<file path="src/rtl/pll_rst_pkg.sv">
// -----------------------------------------------------------------------------
// pll_rst_pkg
// Shared definitions for the PLL reset controller: FSM state encoding,
// default parameter constants and a small state decode helper.
// No ports (package).
// -----------------------------------------------------------------------------
package pll_rst_pkg;

    localparam int STATE_W = 2;

    typedef enum logic [STATE_W-1:0] {
        WAIT_LOCK = 2'd0,
        STABILIZE = 2'd1,
        RUN       = 2'd2,
        HOLD      = 2'd3
    } pll_state_e;

    localparam int DEF_SYNC_STAGES   = 2;
    localparam int DEF_STABLE_CYCLES = 4096;
    localparam int DEF_HOLD_CYCLES   = 16;
    localparam int DEF_LOSS_CNT_W    = 8;

    // Downstream reset is released only while the controller is in RUN.
    function automatic logic is_run(input pll_state_e s);
        return (s == RUN);
    endfunction

endpackage

</file>
<file path="src/rtl/pll_reset_ctrl_if.sv">
// -----------------------------------------------------------------------------
// pll_reset_ctrl_if
// Groups the PLL-side and reset-side signals of pll_reset_ctrl.
//   locked     : PLL lock indicator, asynchronous to the controller clock
//   rst_out_n  : registered active-low reset for downstream logic
//   ready      : registered status, same timing as rst_out_n
//   loss_count : saturating count of RUN-to-lock-loss events
// Signalling: there is no valid/ready handshake on this interface. "ready" is
// a level status flag (high exactly while the controller is in RUN); nothing
// is transferred on it and no acknowledge is expected from the consumer.
// Modports:
//   master : environment side (drives locked, observes the outputs)
//   slave  : controller side
// -----------------------------------------------------------------------------
interface pll_reset_ctrl_if #(
    parameter int LOSS_CNT_W = 8
);
    logic                  locked;
    logic                  rst_out_n;
    logic                  ready;
    logic [LOSS_CNT_W-1:0] loss_count;

    modport master (
        output locked,
        input  rst_out_n,
        input  ready,
        input  loss_count
    );

    modport slave (
        input  locked,
        output rst_out_n,
        output ready,
        output loss_count
    );
endinterface

</file>
<file path="src/rtl/sync_ff.sv">
// -----------------------------------------------------------------------------
// sync_ff
// Generic multi-flop synchronizer for a single-bit asynchronous signal.
// Ports:
//   clk   : destination clock
//   rst_n : asynchronous active-low clear (all stages go to 0)
//   d     : asynchronous input
//   q     : synchronized output (last stage)
// Parameter DEPTH: number of flops in the chain (2 or more).
// -----------------------------------------------------------------------------
module sync_ff #(
    parameter int DEPTH = 2
) (
    input  logic clk,
    input  logic rst_n,
    input  logic d,
    output logic q
);

    logic [DEPTH-1:0] sync_q;
    logic [DEPTH-1:0] sync_d;

    // Stage 0 captures the raw input; each later stage copies its predecessor.
    always_comb begin
        sync_d = {sync_q[DEPTH-2:0], d};
    end

    always_ff @(posedge clk or negedge rst_n) begin
        if (!rst_n) begin
            sync_q <= '0;
        end else begin
            sync_q <= sync_d;
        end
    end

    assign q = sync_q[DEPTH-1];

endmodule

</file>
<file path="src/rtl/pll_reset_ctrl.sv">
// -----------------------------------------------------------------------------
// pll_reset_ctrl
// Holds downstream logic in reset until the PLL has reported lock for
// STABLE_CYCLES consecutive synchronized cycles, and re-asserts reset for at
// least HOLD_CYCLES cycles whenever lock is lost while running.
// Ports:
//   clock_in  : PLL output clock, all state on the rising edge
//   reset_n   : asynchronous active-low reset
//   bus       : pll_reset_ctrl_if.slave (locked in; rst_out_n, ready,
//               loss_count out)
//   state_dbg : current FSM state (WAIT_LOCK=0, STABILIZE=1, RUN=2, HOLD=3)
// Build option: define PLL_RST_LOSS_COUNTER_EN to include the saturating
// lock-loss counter; otherwise loss_count is tied to 0.
// -----------------------------------------------------------------------------
module pll_reset_ctrl
    import pll_rst_pkg::*;
#(
    parameter int SYNC_STAGES   = DEF_SYNC_STAGES,
    parameter int STABLE_CYCLES = DEF_STABLE_CYCLES,
    parameter int HOLD_CYCLES   = DEF_HOLD_CYCLES,
    parameter int LOSS_CNT_W    = DEF_LOSS_CNT_W
) (
    input  logic               clock_in,
    input  logic               reset_n,
    pll_reset_ctrl_if.slave    bus,
    output logic [STATE_W-1:0] state_dbg
);

    // Counters are sized to hold their terminal value without wrapping.
    localparam int STAB_W = $clog2(STABLE_CYCLES + 1);
    localparam int HOLD_W = $clog2(HOLD_CYCLES + 1);

    localparam logic [STAB_W-1:0] STAB_LAST = STAB_W'(STABLE_CYCLES - 1);
    localparam logic [HOLD_W-1:0] HOLD_LAST = HOLD_W'(HOLD_CYCLES - 1);

    logic              locked_s;
    pll_state_e        state_q,    state_d;
    logic [STAB_W-1:0] stab_cnt_q, stab_cnt_d;
    logic [HOLD_W-1:0] hold_cnt_q, hold_cnt_d;
    logic              rst_out_n_q, rst_out_n_d;
    logic              ready_q,     ready_d;

    sync_ff #(
        .DEPTH (SYNC_STAGES)
    ) u_sync (
        .clk   (clock_in),
        .rst_n (reset_n),
        .d     (bus.locked),
        .q     (locked_s)
    );

    // State register (plus counters and registered outputs).
    always_ff @(posedge clock_in or negedge reset_n) begin
        if (!reset_n) begin
            state_q     <= WAIT_LOCK;
            stab_cnt_q  <= '0;
            hold_cnt_q  <= '0;
            rst_out_n_q <= 1'b0;
            ready_q     <= 1'b0;
        end else begin
            state_q     <= state_d;
            stab_cnt_q  <= stab_cnt_d;
            hold_cnt_q  <= hold_cnt_d;
            rst_out_n_q <= rst_out_n_d;
            ready_q     <= ready_d;
        end
    end

    // Next-state logic.
    always_comb begin
        state_d    = state_q;
        stab_cnt_d = stab_cnt_q;
        hold_cnt_d = hold_cnt_q;
        case (state_q)
            WAIT_LOCK: begin
                if (locked_s) begin
                    state_d    = STABILIZE;
                    stab_cnt_d = '0;
                end
            end
            STABILIZE: begin
                // Any low sample, however short, restarts qualification.
                if (!locked_s) begin
                    state_d = WAIT_LOCK;
                end else if (stab_cnt_q == STAB_LAST) begin
                    state_d = RUN;
                end else begin
                    stab_cnt_d = stab_cnt_q + STAB_W'(1);
                end
            end
            RUN: begin
                if (!locked_s) begin
                    state_d    = HOLD;
                    hold_cnt_d = '0;
                end
            end
            HOLD: begin
                // locked_s is deliberately ignored until the hold time expires.
                if (hold_cnt_q == HOLD_LAST) begin
                    state_d = WAIT_LOCK;
                end else begin
                    hold_cnt_d = hold_cnt_q + HOLD_W'(1);
                end
            end
            default: begin
                state_d = WAIT_LOCK;
            end
        endcase
    end

    // Output logic: decoded from the next state so the registered outputs
    // change on the same edge as the state register.
    always_comb begin
        rst_out_n_d = is_run(state_d);
        ready_d     = is_run(state_d);
    end

    assign bus.rst_out_n = rst_out_n_q;
    assign bus.ready     = ready_q;
    assign state_dbg     = state_q;

`ifdef PLL_RST_LOSS_COUNTER_EN
    logic                  loss_evt;
    logic [LOSS_CNT_W-1:0] loss_cnt_q, loss_cnt_d;

    assign loss_evt = (state_q == RUN) && (state_d == HOLD);

    // Saturating: holds at all-ones instead of wrapping.
    always_comb begin
        loss_cnt_d = loss_cnt_q;
        if (loss_evt && (loss_cnt_q != {LOSS_CNT_W{1'b1}})) begin
            loss_cnt_d = loss_cnt_q + LOSS_CNT_W'(1);
        end
    end

    always_ff @(posedge clock_in or negedge reset_n) begin
        if (!reset_n) begin
            loss_cnt_q <= '0;
        end else begin
            loss_cnt_q <= loss_cnt_d;
        end
    end

    assign bus.loss_count = loss_cnt_q;
`else
    assign bus.loss_count = '0;
`endif

endmodule

</file>
<file path="src/flat_wrapper.sv">
// flat-port wrapper written by rule: the top's interface ports become plain ports
module pll_reset_ctrl_flat import pll_rst_pkg::*;
#(
    parameter int SYNC_STAGES   = DEF_SYNC_STAGES,
    parameter int STABLE_CYCLES = DEF_STABLE_CYCLES,
    parameter int HOLD_CYCLES   = DEF_HOLD_CYCLES,
    parameter int LOSS_CNT_W    = DEF_LOSS_CNT_W
)
  (clock_in, reset_n, state_dbg, bus_locked, bus_rst_out_n, bus_ready, bus_loss_count);
  pll_reset_ctrl_if #(.LOSS_CNT_W(LOSS_CNT_W)) bus_i ();
  input  logic clock_in;
  input  logic reset_n;
  output logic [STATE_W-1:0] state_dbg;
  input wire logic [$bits(bus_i.locked)-1:0] bus_locked;
  output wire logic [$bits(bus_i.rst_out_n)-1:0] bus_rst_out_n;
  output wire logic [$bits(bus_i.ready)-1:0] bus_ready;
  output wire logic [$bits(bus_i.loss_count)-1:0] bus_loss_count;
  assign bus_i.locked = bus_locked;
  assign bus_rst_out_n = bus_i.rst_out_n;
  assign bus_ready = bus_i.ready;
  assign bus_loss_count = bus_i.loss_count;
  pll_reset_ctrl #(.SYNC_STAGES(SYNC_STAGES), .STABLE_CYCLES(STABLE_CYCLES), .HOLD_CYCLES(HOLD_CYCLES), .LOSS_CNT_W(LOSS_CNT_W)) u_core (.clock_in(clock_in), .reset_n(reset_n), .bus(bus_i), .state_dbg(state_dbg));
endmodule
</file>
<file path="config.mk">
export PLATFORM = sky130hd
export DESIGN_NAME = pll_reset_ctrl_flat
export DESIGN_NICKNAME = d
export VERILOG_FILES = /design/src/rtl/pll_rst_pkg.sv /design/src/rtl/pll_reset_ctrl_if.sv /design/src/rtl/sync_ff.sv /design/src/rtl/pll_reset_ctrl.sv /design/src/flat_wrapper.sv
export SDC_FILE = /design/constraint.sdc
export NUM_CORES = 1
export LEC_CHECK = 0
export BUFFER_PORTS_ARGS = -buffer_cell sky130_fd_sc_hd__buf_4
export CORE_MARGIN = 2
export CORE_UTILIZATION = 50
export CTS_CLUSTER_SIZE = 30
export DETAILED_ROUTE_END_ITERATION = 10
export GPL_TIMING_DRIVEN = 0
export PLACE_DENSITY = 0.72
export SETUP_SLACK_MARGIN = 0.05
export SLEW_MARGIN = 20
export SYNTH_ARGS = -nofsm -noshare
export SYNTH_HDL_FRONTEND = slang
export SYNTH_SLANG_ARGS = --single-unit
</file>
<file path="constraint.sdc">
create_clock -name clock_in -period 3.7 [get_ports clock_in]
set_input_delay 0.555 -clock clock_in [delete_from_list [all_inputs] [get_ports clock_in]]
set_output_delay 0.555 -clock clock_in [all_outputs]
set_load 0.005 [all_outputs]
</file>
# Yosys cells after proc, flatten, opt, wreduce, memory -nomap -nowiden
# Index checks and enable logic that the tools add are counted.
# op_classes
mux,13
n_reduce_logical,5
addsub,2
n_eq_ne,11
# op_table
cell,n
two-way mux 13 bit,3
one-hot mux 13 bit (2 select lines),1
"adder 13 x 1 -> 13 bit, second input constant",1
"equality test 13 x 12 -> 1 bit, second input constant",1
two-way mux 2 bit,5
two-way mux 5 bit,2
"!= test 2 bit, second input constant",5
one-hot mux 5 bit (2 select lines),1
one-hot mux 2 bit (4 select lines),1
"equality test 2 bit, second input constant",3
"adder 5 x 1 -> 5 bit, second input constant",1
"equality test 5 x 4 -> 1 bit, second input constant",1
AND reduction 4 bit,1
nonzero test 2 bit,2
AND reduction 3 bit,1
"equality test 2 x 1 -> 1 bit, second input constant",1
zero test 2 bit,1
# totals
register_bits,23
out_inout_bits,12
elab_cells,36
input_bits,3

# Logic depth before layout (Yosys ltp)
# depth
ltp_word,5
ltp_mapped,7
mapped_depth_nobuf,7

# Cells and area by module
# Synthesis repeated with hierarchy kept, for this count alone.
# hier_totals
hier_cells,149
hier_area_um2,1390.1
# by_module_without_submodules
module,seq_area_each_um2,area_each_um2,cells_per_inst,n_inst
pll_reset_ctrl,525.5,1340.0,147,1
sync_ff,50.0,50.0,2,1

# Worst setup path before layout
# Ideal clock, no wire load.
# synth_timing
path_kind,reg2reg
startpoint,reg u_core.hold_cnt_q[0]
endpoint,reg u_core.hold_cnt_q[3]
period_less_slack_ns,1.599
arrival_time_ns,1.478
setup_slack_ns,2.101
stages_incl_launch_ff,8
n_path_buf,0
setup_time_ns,0.121
required_time_ns,3.579
path_cell_list,dfrtp_1 > ha_1 > and3_1 > ha_1 > nand4b_1 > nand2_1 > o21ai_0 > a22o_1
# synth_between
elab_chain_cells,3
elab_cells_between_ends,6
classes_between,1 x add/sub; 2 x eq/ne; 2 x mux; 1 x reduce/logical
# synth_rtl
element,line,source
"start, declared",pll_reset_ctrl.sv:39,"logic [HOLD_W-1:0] hold_cnt_q, hold_cnt_d;"
"start signal, assigned",pll_reset_ctrl.sv:63,hold_cnt_q <= hold_cnt_d;
adder 5 x 1 -> 5 bit / equality test 5 x 4 -> 1 bit (equally long branches),"pll_reset_ctrl.sv:102, pll_reset_ctrl.sv:99",
two-way mux 5 bit / != test 2 bit (equally long branches),--,
one-hot mux 5 bit (2 select lines) / AND reduction 3 bit (equally long branches),--,
# Several ways; a longest one is shown, not always the timed one. The select of a mux whose other input is x is not followed.
# A chain may end at the register's enable or synchronous reset.

# Worst setup path after layout
# layout_timing
startpoint,reg u_core.stab_cnt_q[1]
endpoint,reg u_core.stab_cnt_q[5]
# layout_between
elab_chain_cells,4
elab_cells_between_ends,7
classes_between,1 x add/sub; 2 x eq/ne; 3 x mux; 1 x reduce/logical
# layout_rtl
element,line,source
"start, declared",pll_reset_ctrl.sv:38,"logic [STAB_W-1:0] stab_cnt_q, stab_cnt_d;"
"start signal, assigned",pll_reset_ctrl.sv:62,stab_cnt_q <= stab_cnt_d;
adder 13 x 1 -> 13 bit,pll_reset_ctrl.sv:88,stab_cnt_d = stab_cnt_q + STAB_W'(1);
two-way mux 13 bit,pll_reset_ctrl.sv:85,end else if (stab_cnt_q == STAB_LAST) begin
two-way mux 13 bit,pll_reset_ctrl.sv:83,if (!locked_s) begin
one-hot mux 13 bit (2 select lines),pll_reset_ctrl.sv:74,case (state_q)
# Several ways; a longest one is shown, not always the timed one. The select of a mux whose other input is x is not followed.

==> impl_metrics.ini <==
[timing]
skew_ns = 0.001125
fin_tns_setup_ns = 0
period_needed_ns = 1.790
rsz0062_at_grt = no
fmax_mhz = 558.5
finalHoldViolations = 0
finalSetupViolCount = 0
finalMaxSlewViolations = 0
worstMarginPinSlew_ns = 0.7361
finalCritPeriodShare_pct = 48.39
slew_headroom_pct = 50.41
fin_ws_ns = 1.910
holdWs_ns = 0.1203

[setup_path]
crit_buf_inv = 0
slowest_delay_ns = 0.47
crit_family = compound AO/OA/AOI/OAI gates
critPathSlowestCell = o41ai_4
r2r_slack_ns = 1.91
critPathRequiredTime_ns = 3.87
crit_type = reg2reg
end_kind = flip-flop
critical_path_arrival_ns = 1.97
worst_r2r_path_depth = 5
crit_chain = ha_1, nand4_1, o41ai_4, or3_2, a21oi_1
r2r-start = u_core.stab_cnt_q[1]
cp_max_fo = 7
worstReg2RegEnd = u_core.stab_cnt_q[5]
start_kind = flip-flop

[logic_synthesis]
yosys-top-cells-area = dfrtp_1, buf_4, o21ai_0
ys.flop_type = dfrtp_1
yosysUniqueCellTypes = 44
synth_top_area_share_pct = 43.15
ys_async_sr_fraction_pct = 100.0
ys_ff_latch = 23
syn_area_per_cell_um2 = 10.10
yosysWarnings = 0
synth_seq_area_share_pct = 43.15
yosysTopAreaCell = dfrtp_1
synth_edf_count = 0
syn-instance-count = 132
syn_area_um2 = 1334

[detailed_routing]
drtIter0Drc = 26
post_drt_wl_per_cell_um = 14.38
drt_pre_antenna_iters = 4
wl_mm = 2.574
ant_nets = 0
routed_via_density = 5.955
drcViolationCount = 0
via_count = 1066

[grt]
grtUsageTotal_pct = 18.66
grt_overflow = 0
antenna_found_initial = 0
first_global_vias = 1023
grt_max_degree = 24
grt_pass1_wl_mm = 4.678

[power_and_ir_drop]
worst_ir_drop_vdd_uv = 298.5
p_leak_nw = 0.6828
p_per_area_nw_per_um2 = 280.4

[placement]
dpl.hpwl_mm = 1.896
post-place-ws_ns = 1.915
gp_congestion = 0.8631
io_buffers = 6

[cts]
clock_latency_ns = 0.30
cts.path.max_buffers = 2
clockRootBuffer = clkbuf_4
htree_num_levels = 1
cts_setup_buffers = 0
hold_buffers = 0
clk_pin_slew_ns = 0.11
cts_inserted_buffers = 3
cts_resized = 0
cts_sinks = 23
cts_tree = built

[floorplanning]
core_area_um2 = 2500
die_x_um = 55.65
start_util_pct = 53.35
die_area_um2 = 3097
pin_count = 15
num_rows = 18
die_h_um = 55.65

[finish]
multi_input_area_um2 = 679.4
fin_nets = 156
area_growth_syn_to_layout_pct = 10.13
layout_common_cells = dfrtp_1, buf_4, o21ai_0
num_antenna_cells = 0
final_common_cell = dfrtp_1
drive_gt1_share_pct = 19.46
n_fill_cell = 229
register_area_um2 = 575.6

[hold_path]
hp-class = in2async

[run_status]
status = completed

[run]
drv_cap = 0
-- state kept, by name (all words and copies together), names as in the netlist --
signal / count
u_core.stab_cnt_q: 13
u_core.bus.rst_out_n: 1
u_core.hold_cnt_q: 5
u_core.u_sync.sync_q: 2
u_core.state_dbg: 2
-- routing by layer --
metal  part of all wire [%]  vias to the layer above  GRT usage (%)
met5                      0                        -              0
met4                   0.54                        0          2.091
met3                    4.8                        2          5.116
met2                     46                       26          30.61
met1                     49                      515          25.56
li1                       -                      523              -
-- Yosys cell counts, drive strengths merged, types with 3 or more instances --
cell type / instances
a211oi: 3
a21oi: 6
a22o: 6
and2: 3
buf: 10
dfrtp: 23
ha: 3
inv: 7
nand2: 8
nand2b: 4
nand3: 7
nand4: 4
nor2: 3
nor4: 3
o21ai: 12
o31ai: 3
or3: 3
-- through the flow --
stage	cells	cell area, um^2	power [mW]	util (%)
6_report	179	1469	0.4119	58.76
3_3_place_gp	175	1443	0.3039	57.71
3_5_place_dp	175	1443	0.3059	57.71
5_1_grt	179	1469	0.4361	58.76
4_1_cts	179	1469	0.4194	58.76
2_1_floorplan	139	1360	0.2914	-
-- worst max path at each step --
| stage | depth (start not counted) | slack (ns) | endpoint | from |
|---|---|---|---|---|
| after floorplan | 7 | 2.10 | u_core.hold_cnt_q[3] | u_core.hold_cnt_q[0] |
| after global placement | 5 | 1.96 | u_core.stab_cnt_q[5] | u_core.stab_cnt_q[0] |
| after detailed placement | 5 | 1.92 | u_core.stab_cnt_q[5] | u_core.stab_cnt_q[0] |
| after CTS | 5 | 1.89 | u_core.stab_cnt_q[5] | u_core.stab_cnt_q[1] |
| after global routing | 5 | 1.73 | u_core.stab_cnt_q[5] | u_core.stab_cnt_q[0] |
| final | 5 | 1.91 | u_core.stab_cnt_q[5] | u_core.stab_cnt_q[1] |
-- layout make-up --
type | instances | area share [%]
flip-flops and latches | 23 | 39.18
plain buffers | 11 | 5.366
repair buffers | 6 | 3.066
inverters | 7 | 1.789
well taps | 30 | 2.555
clock buffers | 4 | 1.789
multi-input cells | 98 | 46.25
-- logic make-up (layout without fill, tap and decap cells) --
family | after synthesis | after routing | share of synthesized area, %
compound gates | 40 | 40 | 23.08
flops | 23 | 23 | 43.15
mux | 1 | 1 | 0.8442
simple gates | 46 | 46 | 21.95
buf+inv | 18 | 28 | 7.880
other cells | 1 | 8 | 0.2812
fa+ha+maj | 3 | 3 | 2.815
-- worst register-to-register path, cell delays in order, from the launching register on --
cell and delay [ns]:
dfrtp_1 0.39, ha_1 0.27, nand4_1 0.27, o41ai_4 0.47, or3_2 0.20, a21oi_1 0.05
-- where the power goes --
part / switching, mW / internal [mW] / leakage (nW)
Clock: 0.0690 / 0.0420 / 0.0150
Combinational: 0.0207 / 0.0162 / 0.356
Sequential: 0.00692 / 0.257 / 0.312
No activity file was read; power rests on OpenSTA's default activity.
